**src/rtl/mult_issue_ctrl.sv**
```systemverilog
`default_nettype none
// ============================================================================
// mult_issue_ctrl: operand FIFO plus load/wait/hold sequencer for a
// fixed-latency shift-add multiplier, with a valid/ready result port.
// Revision: 1.0
// ============================================================================
module mult_issue_ctrl #(
    parameter int WIDTH = 6,
    parameter int DEPTH = 4,
    parameter int LAT   = 6
) (
    input  logic                     clk,
    input  logic                     reset,
    input  logic                     in_valid,
    output logic                     in_ready,
    input  logic [WIDTH-1:0]         in_a,
    input  logic [WIDTH-1:0]         in_b,
    output logic                     mul_load,
    output logic [WIDTH-1:0]         mul_a,
    output logic [WIDTH-1:0]         mul_b,
    input  logic [2*WIDTH-1:0]       mul_product,
    output logic                     out_valid,
    input  logic                     out_ready,
    output logic [2*WIDTH-1:0]       out_product,
    output logic [$clog2(DEPTH):0]   fifo_count,
    output logic                     busy
);

    localparam int AW = $clog2(DEPTH);
    localparam int CW = (LAT > 1) ? $clog2(LAT) : 1;
    localparam logic [AW:0]   FULL_COUNT = (AW+1)'(DEPTH);
    localparam logic [CW-1:0] WAIT_INIT  = CW'(LAT - 1);

    typedef enum logic [1:0] {
        IDLE = 2'd0,
        LOAD = 2'd1,
        WAIT = 2'd2,
        HOLD = 2'd3
    } state_t;

    state_t            state;
    logic [WIDTH-1:0]  mem_a [DEPTH];
    logic [WIDTH-1:0]  mem_b [DEPTH];
    logic [AW-1:0]     wr_ptr;
    logic [AW-1:0]     rd_ptr;
    logic [CW-1:0]     wait_cnt;
    logic              full;
    logic              empty;
    logic              push;
    logic              pop;

    assign full     = (fifo_count == FULL_COUNT);
    assign empty    = (fifo_count == '0);
    assign in_ready = !full;
    assign push     = in_valid && !full;
    // The head is consumed during the single LOAD cycle; LOAD is only entered with a non-empty FIFO.
    assign pop      = (state == LOAD);
    assign busy     = (state != IDLE);

    always_ff @(posedge clk) begin
        if (push) begin
            mem_a[wr_ptr] <= in_a;
            mem_b[wr_ptr] <= in_b;
        end
    end

    always_ff @(posedge clk or negedge reset) begin
        if (!reset) begin
            wr_ptr     <= '0;
            rd_ptr     <= '0;
            fifo_count <= '0;
        end else begin
            if (push) wr_ptr <= wr_ptr + 1'b1;
            if (pop)  rd_ptr <= rd_ptr + 1'b1;
            case ({push, pop})
                2'b10:   fifo_count <= fifo_count + 1'b1;
                2'b01:   fifo_count <= fifo_count - 1'b1;
                default: fifo_count <= fifo_count;
            endcase
        end
    end

    always_ff @(posedge clk or negedge reset) begin
        if (!reset) begin
            state       <= IDLE;
            mul_load    <= 1'b0;
            mul_a       <= '0;
            mul_b       <= '0;
            out_valid   <= 1'b0;
            out_product <= '0;
            wait_cnt    <= '0;
        end else begin
            mul_load <= 1'b0;
            case (state)
                IDLE: begin
                    if (!empty) begin
                        state    <= LOAD;
                        mul_load <= 1'b1;
                        mul_a    <= mem_a[rd_ptr];
                        mul_b    <= mem_b[rd_ptr];
                    end
                end
                LOAD: begin
                    state    <= WAIT;
                    wait_cnt <= WAIT_INIT;
                end
                WAIT: begin
                    if (wait_cnt == '0) begin
                        out_product <= mul_product;
                        out_valid   <= 1'b1;
                        state       <= HOLD;
                    end else begin
                        wait_cnt <= wait_cnt - 1'b1;
                    end
                end
                HOLD: begin
                    if (out_ready) begin
                        out_valid <= 1'b0;
                        if (!empty) begin
                            state    <= LOAD;
                            mul_load <= 1'b1;
                            mul_a    <= mem_a[rd_ptr];
                            mul_b    <= mem_b[rd_ptr];
                        end else begin
                            state <= IDLE;
                        end
                    end
                end
                default: state <= IDLE;
            endcase
        end
    end

endmodule
`default_nettype wire

```
**config.mk**
```make
export PLATFORM = sky130hd
export DESIGN_NAME = mult_issue_ctrl
export DESIGN_NICKNAME = d
export VERILOG_FILES = /design/src/rtl/mult_issue_ctrl.sv
export SDC_FILE = /design/constraint.sdc
export NUM_CORES = 1
export LEC_CHECK = 0
export ABC_AREA = 0
export CAP_MARGIN = 30
export CORE_AREA = 3 3 84 86
export CTS_CLUSTER_SIZE = 40
export DETAILED_ROUTE_END_ITERATION = 8
export DIE_AREA = 0 0 87 89
export PLACE_DENSITY = 0.81
export REMOVE_ABC_BUFFERS = 1
export SKIP_CTS_REPAIR_TIMING = 1
export SYNTH_ARGS = -nofsm -noshare
export SYNTH_HDL_FRONTEND = slang
export SYNTH_SLANG_ARGS = --single-unit
export TNS_END_PERCENT = 5
```
**constraint.sdc**
```tcl
create_clock -name clk -period 4.55 [get_ports clk]
set_input_delay 0.455 -clock clk [delete_from_list [all_inputs] [get_ports clk]]
set_output_delay 0.455 -clock clk [all_outputs]
set_load 0.02 [all_outputs]
```
==> impl_metrics.toml <==
[timing]
final_hold_viol_count = 0
worst_max_slew_pin_slew_ns = 0.879
max_freq_mhz = 439
slew-limit-headroom = 0.414
final_min_period_over_clock_period = 0.500
fin_setup_tns_ns = 0
layout_min_cycle_time_ns = 2.28
setup_viol_count_final = 0
fin_worst_skew_ns = 0.0116
drv_slew = 0
worst_hold_margin_ns = 0.227
rsz0062_at_grt = "no"

[global_route]
vias_in_the_first_global_route = 1860
gr-max-usage-layer = "met2"
gr-total-overflow = 0
grt_start_max_net_pins = 39
grt_pass1_wl_um = 9240
grtUsageMet3 = 0.0350
gr-usage-all-layers = 0.161
grt.met1_usage = 0.208
gr-usage-met2 = 0.257
grt_antenna_before_repair = 0

[power]
pwr-share-clk = 0.165
p_leak_nw = 1.73
cellPowerDensity_nw_per_um2 = 711
power_switching_w = 0.00102
internal-power_w = 0.00209
switching_share = 0.328
peakVddDrop_v = 0.000413
power.share.combinational = 0.424
share_seq_of_total_power = 0.411

[critical_path]
max_stage_delay_ns = 0.59
cp_top_family = "buffers and inverters"
critPathMostFrequentCell = "inv_1"
cp_num_cells = 4
reg2regPathDepth = 10
regToRegSetupSlack_ns = 2.39
start_kind = "flip-flop"
worst_path_bufs_invs = 3
cp_max_fo = 5
critPathRequiredTime_ns = 4.09
worst_path_max_delay_cell = "clkdlybuf4s50_1"
cp.arrival_ns = 1.82
criticalPathCategory = "flip-flop to output port"
critPathCaptureType = "output port"
critical_path.cell_chain = "inv_1 > ha_1 > inv_1 > clkdlybuf4s50_1"

[synthesis]
synth.top_cell.area_share = 0.405
syn-instance-count = 199
ys_top_cells_by_area = "edfxtp_1 40%, dfrtp_1 27%, mux2_2 5.7%, mux4_2 5.1%, ha_1 4.2%"
synthesis.area_per_instance_sq_um = 17.9
synth_cell_type_count = 36
postSynthRegisterBits = 86
synth.largest_area_cell = "edfxtp_1"
yosysWarningCount = 0
synth.yosys.seq_area_share = 0.672
synthesis.area_sq_um = 3560

[placed_design]
port-buffer-count = 58
gpl.final_weighted_congestion = 0.716
detailed_place_hpwl_um = 3860

[floorplan]
dieWidth_um = 87
core_area_sq_um = 6350
floorplan.initialDensity = 0.561
fp.dieH_um = 89
io-pin-count = 59
area_of_the_die_sq_um = 7740
placement_rows = 29

[cts]
clock_root_buffer = "clkbuf_8"
cts-htree-levels = 3
tritoncts_buffers = 9
numClockSinks = 86
tritoncts = "done"
maximum_root_to_sink_buffer_count = 2
worstSkewPairLatency_ns = 0.34
clkSlewWorstSetupHoldPaths_ns = 0.08

[finish]
layout-area-overhead-vs-synth_pct = 23.0
antenna-diode-count = 0
nets = 304
mostFrequentLayoutCells = "57 x clkdlybuf4s50_1, 48 x edfxtp_1, 38 x dfrtp_1"
num-fill-cells = 412
post-route-util = 0.690
layout.area.seq_sq_um = 2390
final_common_cell = "clkdlybuf4s50_1"
multi_input_comb_area_sq_um = 1070
final_layout_size_suffix_gt1_frac = 0.190

[detailed_routing]
route.detailed.vias_per_inst = 5.37
drc_errors = 0
ant_nets = 0
wl_per_cell_um = 16.8
dr.first_iter.drc_count = 103
drt_wl_total_um = 5790
firstDrtPassIters = 4
num_vias = 1851

[run_status]
outcome = "complete, no violations"

[run]
drv_cap = 0

[worst_hold_path]
worst_min_delay_path_category = "input pin to async pin"
## flip-flops by register name, indices dropped and copies added, names as in the netlist
name	count
state	2
wr_ptr	2
rd_ptr	2
mul_b	6
wait_cnt	3
mul_a	6
fifo_count	3
mul_load	1
out_product	12
mem_a	24
out_valid	1
mem_b	24
## cell usage after synthesis
cell,count
o211ai_1,1
nor3_1,3
and3_1,4
xnor2_1,4
edfxtp_1,48
mux4_1,4
buf_2,1
o221ai_1,1
mux2i_1,1
mux2_2,18
and2_1,1
dfrtp_1,38
a21oi_1,6
nor2_1,3
and2b_1,1
a21o_1,3
nand2_1,4
inv_1,12
nor3_2,1
buf_6,1
nand3b_1,1
mux4_2,8
nand2b_1,2
buf_1,1
fa_1,1
a211o_1,1
mux2_4,8
nand3_1,1
o21ai_0,1
buf_4,1
nor2b_1,1
buf_12,1
ha_1,12
clkbuf_2,1
nor3_4,1
xor2_1,3
## path summary, 6_finish.rpt
kind                                   to            from
max                                  busy        state[0]
min                        out_product[1]           reset
max reg2reg                 fifo_count[2]   fifo_count[0]
min reg2reg                out_product[9]  out_product[9]
max in group asynchronous   fifo_count[2]           reset
min in group clk           out_product[9]  out_product[9]
## logic make-up (layout without fill, tap and decap cells)
kind of cell	after synthesis	count (layout)	share of synthesized area
AOI/OAI and AO/OA	13	13	0.0232
DFF	86	86	0.672
muxes	39	39	0.174
adders and majority gates	13	13	0.0478
xor gates and xnor gates	7	7	0.0172
and+or+nand+nor	23	23	0.0387
buffers and inverters	18	87	0.0274
## power groups by stage
stage	registers (W)	logic (W)	clock network, W
CTS	0.00129	0.00134	0.000530
floorplan	0.00142	0.000726	0
finish	0.00128	0.00132	0.000515
global placement	0.00129	0.00131	0
detailed placement	0.00130	0.00133	0
global route	0.00132	0.00143	0.000563
## area by class of cell
cell class / count / share of cell area
flip-flops and latches: 86 / 0.546
multi-input cells: 95 / 0.244
repair buffers: 59 / 0.133
clock buffers: 12 / 0.0331
well taps: 77 / 0.0220
clock inverters: 4 / 0.0109
inverters: 12 / 0.0103
## layer usage
layer,vias to the layer above,wire (um)
met1,931,2510
met5,-,0
met4,0,128
met3,8,246
met2,40,2910
li1,872,-
## metrics by stage
stage                     setup slack [ns]  cells  cell area (sq um)  total power [W]
after floorplan                       2.28    193               3510          0.00214
after global placement                2.34    329               4190          0.00260
after detailed placement              2.26    329               4190          0.00263
after CTS                             2.26    345               4380          0.00315
after global routing                  2.17    345               4380          0.00331
final                                 2.27    345               4380          0.00311
Note: power is estimated with default switching activity, not from simulation.
